==> config.mk <==
export PLATFORM = sky130hd
export DESIGN_NAME = hazard_scoreboard
export DESIGN_NICKNAME = d
export VERILOG_FILES = /design/src/rtl/hazard_pkg.sv /design/src/rtl/sb_reg_entry.sv /design/src/rtl/hazard_scoreboard.sv
export SDC_FILE = /design/constraint.sdc
export NUM_CORES = 1
export LEC_CHECK = 0
export ABC_AREA = 1
export CAP_MARGIN = 10
export CELL_PAD_IN_SITES_DETAIL_PLACEMENT = 0
export CELL_PAD_IN_SITES_GLOBAL_PLACEMENT = 1
export CORE_MARGIN = 2
export CORE_UTILIZATION = 45
export CTS_CLUSTER_SIZE = 10
export DETAILED_ROUTE_END_ITERATION = 6
export PLACE_DENSITY = 0.88
export SETUP_SLACK_MARGIN = 0.2
export SYNTH_ARGS = -nofsm -noshare
export SYNTH_HDL_FRONTEND = slang
export SYNTH_HIERARCHICAL = 1
export SYNTH_SLANG_ARGS = --single-unit
==> constraint.sdc <==
create_clock -name clk_i -period 6.65 [get_ports clk_i]
set_clock_uncertainty 0.2 [all_clocks]
set_input_delay 1.33 -clock clk_i [delete_from_list [all_inputs] [get_ports clk_i]]
set_output_delay 1.33 -clock clk_i [all_outputs]
set_load 0.02 [all_outputs]
==> src/rtl/hazard_pkg.sv <==
// hazard_pkg: shared types and constants for the hazard scoreboard.
package hazard_pkg;

    localparam int NUM_REGS = 32;
    localparam int CNT_W    = 2;   // per-register forwarding countdown width
    localparam int LONG_W   = 3;   // outstanding long-op counter width

    // Latency class of the instruction being issued; RSVD behaves like ALU.
    typedef enum logic [1:0] {
        ALU  = 2'd0,
        LOAD = 2'd1,
        LONG = 2'd2,
        RSVD = 2'd3
    } lat_class_e;

endpackage

==> src/rtl/sb_reg_entry.sv <==
// sb_reg_entry: scoreboard state for one architectural register.
// cnt counts cycles until a load result is forwardable; busy marks a pending
// long-unit write. An issue load beats the per-cycle decrement, and a busy set
// beats a busy clear, so the newest issue always defines the register state.
module sb_reg_entry
    import hazard_pkg::*;
(
    input  logic             clk_i,
    input  logic             rst_ni,
    input  logic             load_i,
    input  logic [CNT_W-1:0] load_val_i,
    input  logic             dec_i,
    input  logic             set_i,
    input  logic             clr_i,
    output logic             busy_o,
    output logic             not_ready_o
);

    logic [CNT_W-1:0] cnt_q, cnt_d;
    logic             busy_q, busy_d;

    // Next state: issue load over decrement, busy set over busy clear
    always_comb begin
        // NOTE: every always_comb output gets a default first so no latch is inferred.
        cnt_d  = cnt_q;
        busy_d = busy_q;
        if (load_i) begin
            cnt_d = load_val_i;
        end else if (dec_i && (cnt_q != '0)) begin
            cnt_d = cnt_q - 1'b1;
        end
        if (set_i) begin
            busy_d = 1'b1;
        end else if (clr_i) begin
            busy_d = 1'b0;
        end
    end

    // State registers, cleared asynchronously
    always_ff @(posedge clk_i or negedge rst_ni) begin
        // NOTE: this per-register array is reset because a reset must drop every pending hazard at once.
        if (!rst_ni) begin
            cnt_q  <= '0;
            busy_q <= 1'b0;
        end else begin
            // NOTE: sequential state uses non-blocking assignments only.
            cnt_q  <= cnt_d;
            busy_q <= busy_d;
        end
    end

    assign busy_o      = busy_q;
    assign not_ready_o = (cnt_q != '0) || busy_q;

endmodule

==> src/rtl/hazard_scoreboard.sv <==
// hazard_scoreboard: decides whether the operands of the instruction in ID
// exist yet (load results still in EX, pending long-unit writes) and stalls
// ID until they do. Also enforces the long-op limit and WAW on long results.
// Optional feature: define HAZARD_SB_STATS_EN to count stall cycles on
// stall_cnt_o; otherwise that port is tied to zero.
module hazard_scoreboard
    import hazard_pkg::*;
#(
    parameter int LOAD_LAT = 1,
    parameter int MAX_LONG = 2
) (
    input  logic        clk_i,
    input  logic        rst_ni,
    input  logic [4:0]  rs1_id_i,
    input  logic [4:0]  rs2_id_i,
    input  logic        use_rs1_i,
    input  logic        use_rs2_i,
    input  logic        issue_valid_i,
    input  logic        issue_reg_write_i,
    input  logic [4:0]  issue_rd_i,
    input  logic [1:0]  issue_class_i,
    input  logic        hold_i,
    input  logic        flush_i,
    input  logic        done_valid_i,
    input  logic [4:0]  done_rd_i,
    output logic        stall_o,
    output logic        issue_ok_o,
    output logic        err_o,
    output logic [31:0] stall_cnt_o
);

    localparam logic [CNT_W-1:0]  LOAD_VAL = CNT_W'(LOAD_LAT);
    localparam logic [LONG_W-1:0] LONG_LIM = LONG_W'(MAX_LONG);

    lat_class_e          issue_cls;
    logic [NUM_REGS-1:0] busy;
    logic [NUM_REGS-1:0] not_ready;
    logic [CNT_W-1:0]    issue_cnt;
    logic [LONG_W-1:0]   long_cnt_q, long_cnt_d, long_eff;
    logic                err_q, err_d;
    logic                done_dec_req, done_dec, done_err;
    logic                rs1_hz, rs2_hz, waw_hz, struct_hz;
    logic                wr_ok, long_issue;

    assign issue_cls = lat_class_e'(issue_class_i);
    assign issue_cnt = (issue_cls == LOAD) ? LOAD_VAL : '0;

    // x0 is hardwired zero and never produces a hazard
    assign busy[0]      = 1'b0;
    assign not_ready[0] = 1'b0;

    for (genvar r = 1; r < NUM_REGS; r++) begin : g_entry
        logic hit_rd;
        assign hit_rd = wr_ok && (issue_rd_i == 5'(r));

        sb_reg_entry u_entry (
            .clk_i       (clk_i),
            .rst_ni      (rst_ni),
            .load_i      (hit_rd && (issue_cls != LONG)),
            .load_val_i  (issue_cnt),
            .dec_i       (!hold_i),
            .set_i       (hit_rd && (issue_cls == LONG)),
            .clr_i       (done_valid_i && (done_rd_i == 5'(r))),
            .busy_o      (busy[r]),
            .not_ready_o (not_ready[r])
        );
    end

    // Completion bookkeeping: which dones retire a long op, which are spurious
    always_comb begin
        done_dec_req = done_valid_i && ((done_rd_i == '0) || busy[done_rd_i]);
        done_dec     = done_dec_req && (long_cnt_q != '0);
        done_err     = done_valid_i &&
                       (((done_rd_i != '0) && !busy[done_rd_i]) ||
                        (done_dec_req && (long_cnt_q == '0)));
        long_eff     = long_cnt_q - LONG_W'(done_dec);
    end

    // Hazard detection and issue decision for the instruction in ID
    always_comb begin
        rs1_hz     = use_rs1_i && not_ready[rs1_id_i];
        rs2_hz     = use_rs2_i && not_ready[rs2_id_i];
        waw_hz     = issue_reg_write_i && busy[issue_rd_i];
        struct_hz  = (issue_cls == LONG) && (long_eff == LONG_LIM);
        stall_o    = issue_valid_i && !flush_i && (rs1_hz || rs2_hz || waw_hz || struct_hz);
        issue_ok_o = issue_valid_i && !stall_o && !flush_i && !hold_i;
        wr_ok      = issue_ok_o && issue_reg_write_i && (issue_rd_i != '0);
        long_issue = issue_ok_o && (issue_cls == LONG);
    end

    // Long-op occupancy and sticky error next state
    always_comb begin
        long_cnt_d = long_cnt_q;
        if (long_issue && !done_dec) begin
            long_cnt_d = long_cnt_q + 1'b1;
        end else if (!long_issue && done_dec) begin
            long_cnt_d = long_cnt_q - 1'b1;
        end
        err_d = err_q || done_err;
    end

    // Long-op counter and error flag registers
    always_ff @(posedge clk_i or negedge rst_ni) begin
        if (!rst_ni) begin
            long_cnt_q <= '0;
            err_q      <= 1'b0;
        end else begin
            long_cnt_q <= long_cnt_d;
            err_q      <= err_d;
        end
    end

    assign err_o = err_q;

`ifdef HAZARD_SB_STATS_EN
    logic [31:0] stall_cnt_q;

    // Saturating count of cycles in which ID really sat stalled
    always_ff @(posedge clk_i or negedge rst_ni) begin
        if (!rst_ni) begin
            stall_cnt_q <= '0;
        end else if (stall_o && !hold_i && (stall_cnt_q != '1)) begin
            stall_cnt_q <= stall_cnt_q + 1'b1;
        end
    end

    assign stall_cnt_o = stall_cnt_q;
`else
    assign stall_cnt_o = '0;
`endif

endmodule

Word-level counts from Yosys, hierarchy flattened
Index checks and enable logic that the tools add are counted.
{ "word_totals": {"register_bits": 97, "inputBits": 31, "wordCells": 619, "output_inout_bits": 35} }
{ "classes": {"reduce_logical": 316, "eq_ne": 66, "n_lt_le_gt_ge": 4, "n_addsub": 34, "mux": 135} }
{ "op_table": {"columns": ["op", "count"], "rows": [
  ["nonzero test 2 bit", 94],
  ["logical AND 1 bit", 174],
  ["== test 5 bit (second input constant)", 32],
  ["2-to-1 mux 2 bit", 62],
  ["== test 5 x 4 -> 1 bit (second input constant)", 16],
  ["2-to-1 mux 1 bit", 67],
  ["subtractor 2 x 1 -> 2 bit (second input constant)", 31],
  ["== test 5 x 3 -> 1 bit (second input constant)", 8],
  ["logical OR 1 bit", 37],
  ["less-than comparator 5 x 6 -> 1 bit (second input constant)", 4],
  ["binary-select mux 1 bit (select 5 bit)", 4],
  ["== test 5 x 2 -> 1 bit (second input constant)", 4],
  ["== test 5 x 1 -> 1 bit (second input constant)", 2],
  ["nonzero test 5 bit", 2],
  ["zero test 1 bit", 6],
  ["2-to-1 mux 3 bit", 2],
  ["zero test 5 bit", 1],
  ["adder 3 x 1 -> 3 bit (second input constant)", 1],
  ["== test 3 x 2 -> 1 bit (second input constant)", 1],
  ["zero test 3 bit", 1],
  ["nonzero test 3 bit", 1],
  ["subtractor 3 x 1 -> 3 bit", 1],
  ["subtractor 3 x 1 -> 3 bit (second input constant)", 1],
  ["== test 2 x 1 -> 1 bit (second input constant)", 1],
  ["2 further kinds", 2]
]} }

Depth between registers and ports, before layout
{ "depth": {"ltp_word": 19, "ltp_mapped": 24} }

Hierarchy
The synthesis kept the hierarchy.
{ "modules_own_cells": {"columns": ["module", "seq_area_each_um2", "cells_each", "area_per_inst_um2", "n_inst"], "rows": [
  ["sb_reg_entry", 75.1, 23, 167.7, 31],
  ["hazard_scoreboard", 100.1, 586, 2790.2, 1]
]} }

Worst setup path before layout
No wires, ideal clock.
{ "synth_path": {"path_kind": "input port to output port", "startpoint": "input port done_rd_i[0]", "endpoint": "output port stall_o", "path_stages": 13, "path_buffers": 1, "t_arrival_ps": 3341, "slack_ps": 1779, "path_cell_list": "nor2_1 > inv_1 > o2111ai_1 > a21boi_0 > o211ai_1 > nand4_1 > inv_1 > ha_1 > nand4_1 > nand3_2 > nor2_4 > buf_6 > nor3_1"} }
{ "synth_between": {"elab_chain_len": 10, "word_cells_on_any_way": 11, "cone_classes": "1 x add/sub; 1 x eq/ne; 2 x mux; 7 x reduce/logical"} }
{ "synth_rtl": {"columns": ["item", "line", "source"], "rows": [
  ["start, declared", "hazard_scoreboard.sv:25", "input logic [4:0] done_rd_i,"],
  ["binary-select mux 1 bit (select 5 bit)", "hazard_scoreboard.sv:71", "done_dec_req = done_valid_i && ((done_rd_i == '0) || busy[done_rd_i]);"],
  ["2-to-1 mux 1 bit (implied by the code)", "hazard_scoreboard.sv:71", null],
  ["logical OR 1 bit *", "hazard_scoreboard.sv:71", null],
  ["logical AND 1 bit *", "hazard_scoreboard.sv:71", null],
  ["logical AND 1 bit *", "hazard_scoreboard.sv:72", "done_dec = done_dec_req && (long_cnt_q != '0);"],
  ["subtractor 3 x 1 -> 3 bit *", "hazard_scoreboard.sv:76", "long_eff = long_cnt_q - LONG_W'(done_dec);"],
  ["== test 3 x 2 -> 1 bit *", "hazard_scoreboard.sv:84", "struct_hz = (issue_cls == LONG) && (long_eff == LONG_LIM);"],
  ["logical AND 1 bit *", "hazard_scoreboard.sv:84", null],
  ["logical OR 1 bit *", "hazard_scoreboard.sv:85", "stall_o = issue_valid_i && !flush_i && (rs1_hz || rs2_hz || waw_hz || struct_hz);"],
  ["logical AND 1 bit *", "hazard_scoreboard.sv:85", null],
  ["end, declared", "hazard_scoreboard.sv:26", "output logic stall_o,"]
]} }
Mark *: on every way between the ends. The rest lies on a longest branch, timed or not. The select of a mux whose other input is x is not followed.

Worst setup path in the final report
{ "layout_path": {"startpoint": "input port done_rd_i[1]", "endpoint": "output port issue_ok_o"} }
{ "layout_between": {"elab_chain_len": 14, "word_cells_on_any_way": 15, "cone_classes": "1 x add/sub; 1 x eq/ne; 2 x mux; 11 x reduce/logical"} }
{ "layout_rtl": {"columns": ["item", "line", "source"], "rows": [
  ["binary-select mux 1 bit (select 5 bit)", "hazard_scoreboard.sv:71", null],
  ["2-to-1 mux 1 bit (implied by the code)", "hazard_scoreboard.sv:71", null],
  ["logical OR 1 bit *", "hazard_scoreboard.sv:71", null],
  ["logical AND 1 bit *", "hazard_scoreboard.sv:71", null],
  ["logical AND 1 bit *", "hazard_scoreboard.sv:72", null],
  ["subtractor 3 x 1 -> 3 bit *", "hazard_scoreboard.sv:76", null],
  ["== test 3 x 2 -> 1 bit *", "hazard_scoreboard.sv:84", null],
  ["logical AND 1 bit *", "hazard_scoreboard.sv:84", null],
  ["logical OR 1 bit *", "hazard_scoreboard.sv:85", null],
  ["logical AND 1 bit *", "hazard_scoreboard.sv:85", null],
  ["zero test 1 bit *", "hazard_scoreboard.sv:86", "issue_ok_o = issue_valid_i && !stall_o && !flush_i && !hold_i;"],
  ["logical AND 1 bit * (3 in a row)", "hazard_scoreboard.sv:86", null],
  ["end, declared", "hazard_scoreboard.sv:27", "output logic issue_ok_o,"]
]} }
Marks and branches as above.

==> impl_metrics.tcl <==
set metrics [dict create \
    slew_headroom_pct 32.8 \
    area_growth_pct 10.9 \
    async_reset_ff_share_pct 100 \
    r2r_setup_slack_ns 3.26 \
    ant_nets 0 \
    syn_avg_cell_area_um2 6.15 \
    regToRegEndpoint "g_entry[1].u_entry/cnt_q[1]" \
    dieWidth_um 137 \
    min_path_cells 1 \
    fin_tns_setup_ns 0 \
    cp_slowest_cell "clkdlybuf4s50_1" \
    grtUsageTotal_pct 25.3 \
    netlist_area_um2 7990 \
    yosys.area.top_type "dfrtp_1" \
    cp.required_ns 5.12 \
    drive_gt1_share_pct 5.23 \
    timing.final.hold_violations 0 \
    grt_pass1_vias 7293 \
    critPathBufInv 5 \
    synth.cells.most_frequent "nand2_1, inv_1, nor2_1" \
    die_h_um 137 \
    tightest_slew_ns 1.01 \
    layout_setup_ws_ns 0.534 \
    nFillCells 1820 \
    power_density_nw_per_um2 328 \
    slew_viol_final 0 \
    netlist_instances 1299 \
    avgViaCountPerCell 5.03 \
    htreeDepth 3 \
    wl_per_cell_um 14.4 \
    place_ws_ns 0.562 \
    pin_count 66 \
    clkSinkCount 97 \
    synth_seq_cells 97 \
    cp_max_fo 10 \
    firstDrtPassIters 5 \
    drt_iter0_drc 601 \
    core_area_um2 17300 \
    crit_family "buffers and inverters" \
    drt_wl_total_um 22800 \
    hp-class "reg2reg" \
    rows 48 \
    path_cells "clkdlybuf4s50_1, nor2_1, inv_1, o2111ai_1, a21boi_0, o211ai_1, nand4_1, inv_1, ha_1, nand4_1, nand3_2, nor2_4, nand2_1, inv_1, clkdlybuf4s50_1" \
    ctsLongestPathBuffers 2 \
    synth.area.top_cells "dfrtp_1, nand2_1, inv_1, nand3_1, nor2_1" \
    maxCapViolCount 0 \
    timing.rr.start "g_entry[2].u_entry/busy_o" \
    setup_viol 0 \
    status "finished clean" \
    ys.flop_type "dfrtp_1" \
    r2r_cells 17 \
    clkLatencyLatePin_ns 0.36 \
    crit_type "in2out" \
    gr-total-overflow 0 \
    leakagePower_nw 4.72 \
    cts_buffers 9 \
    ys_warn_count 6 \
    vias 7953 \
    cts_root_buf "clkbuf_16" \
    die_area_um2 18800 \
    critical_path.max_stage_delay_ns 0.59 \
    antenna_found_initial 0 \
    postCtsHoldBufs 0 \
    hpwl_um 17000 \
    rsz0062_at_grt "no" \
    cts.repair.resized 0 \
    startpoint_type "input pin" \
    portBuffers 33 \
    hold-path-endpoint "err_o" \
    cts_tree "built" \
    end_kind "output pin" \
    synth_top_area_share_pct 30.4 \
    min_period_ns 6.12 \
    antennaDiodeCount 0 \
    cts.reportedPaths.clkPinSlew_ns 0.08 \
    postCtsSetupRepairBufs 0 \
    initial_core_util_pct 46.2 \
    synth.most_common_cell "nand2_1" \
    grt_first_pass_wirelength_um 37100 \
    synth_edf_count 0 \
    fmax_mhz 164 \
    drc 0 \
    critPathArrivalTime_ns 4.59 \
    min_from "err_o" \
    synth_cell_type_count 37 \
    peakVddDrop_uv 205 \
    fin_crit_sh_pct 92.0 \
    grt_start_max_net_pins 59 \
    gp_routability_congestion 0.940 \
    seq_area_frac_synth_pct 30.4 \
    nNetsFinal 1417 \
    path_common_cell "inv_1" \
]
-- worst max-delay path by stage --
stage	start	endpoint	slack, ns	depth (start not counted)
6_report	done_rd_i[1]	issue_ok_o	0.53	15
5_1_grt	done_rd_i[1]	issue_ok_o	0.21	15
4_1_cts	done_rd_i[1]	issue_ok_o	0.55	15
3_5_place_dp	done_rd_i[1]	issue_ok_o	0.56	15
3_3_place_gp	done_rd_i[1]	issue_ok_o	0.69	15
2_1_floorplan	done_rd_i[0]	stall_o	1.78	13
-- logic make-up (layout without fill, tap and decap cells) --
kind of cell | count (synthesis) | count (layout) | share of synthesized area [%]
multiplexers | 1 | 1 | 0.141
XOR/XNOR | 2 | 2 | 0.219
AND/OR/NAND/NOR | 736 | 736 | 37.9
flip-flops | 97 | 97 | 30.4
adder cells (fa/ha/maj) | 34 | 34 | 5.42
buffers and inverters | 283 | 279 | 15.3
AO/OA/AOI/OAI | 145 | 145 | 10.5
other | 1 | 63 | 0.0469
-- per-stage QoR --
stage                     std cells  instance area, um^2  util, %  power [mW]  hold slack (ns)
final                          1582                 8860     51.2        2.90            0.278
after CTS                      1582                 8860     51.2        2.92            0.277
after detailed placement       1566                 8520     49.3        2.30            0.256
after global routing           1582                 8860     51.2        3.20            0.289
after floorplan                1361                 8220        -        1.96            0.278
after global placement         1566                 8520     49.3        2.27            0.252
-- flip-flops by register name, indices dropped and copies added (netlist names) --
register                flops
g_entry.u_entry/cnt_q      62
err_o                       1
long_cnt_q                  3
g_entry.u_entry/busy_o     31
-- report_power, final --
part           internal [mW]  total [mW]  switching (mW)  leakage (nW)
clock network          0.346       0.605           0.259         0.162
logic                  0.497        1.29           0.791          3.39
registers              0.835        1.01           0.175          1.17
-- per-layer routing --
| layer | track usage, % | routed length, um | vias up |
|---|---|---|---|
| li1 | - | - | 4086 |
| met3 | 3.79 | 1020 | 58 |
| met5 | 0 | 0 | - |
| met4 | 11.7 | 918 | 0 |
| met1 | 33.2 | 10400 | 3582 |
| met2 | 41.0 | 10500 | 227 |
-- cells in the final DEF (no fill, tap or decap), types with 2 or more instances in the layout --
cell type,instances
a21oi_1,18
nor3_1,18
o211ai_1,3
clkbuf_16,9
inv_2,35
nand4_1,34
o21bai_1,31
nor2_1,138
ha_1,33
a22oi_1,7
nand3_1,105
dfrtp_1,97
conb_1,63
bufinv_16,2
inv_6,2
o21ai_1,5
inv_1,182
buf_4,13
nand2_1,433
o21ai_0,76
clkdlybuf4s50_1,32
-- layout make-up --
| type | instances | area, um^2 | share of cell area, % |
|---|---|---|---|
| multi-input cells | 981 | 4580 | 51.7 |
| flip-flops and latches | 97 | 2430 | 27.4 |
| inverters | 218 | 818 | 9.24 |
| repair buffers | 45 | 418 | 4.72 |
| well taps | 225 | 282 | 3.18 |
| clock buffers | 10 | 239 | 2.70 |
| clock inverters | 6 | 96.3 | 1.09 |
Power figures use the tool's default switching activity.
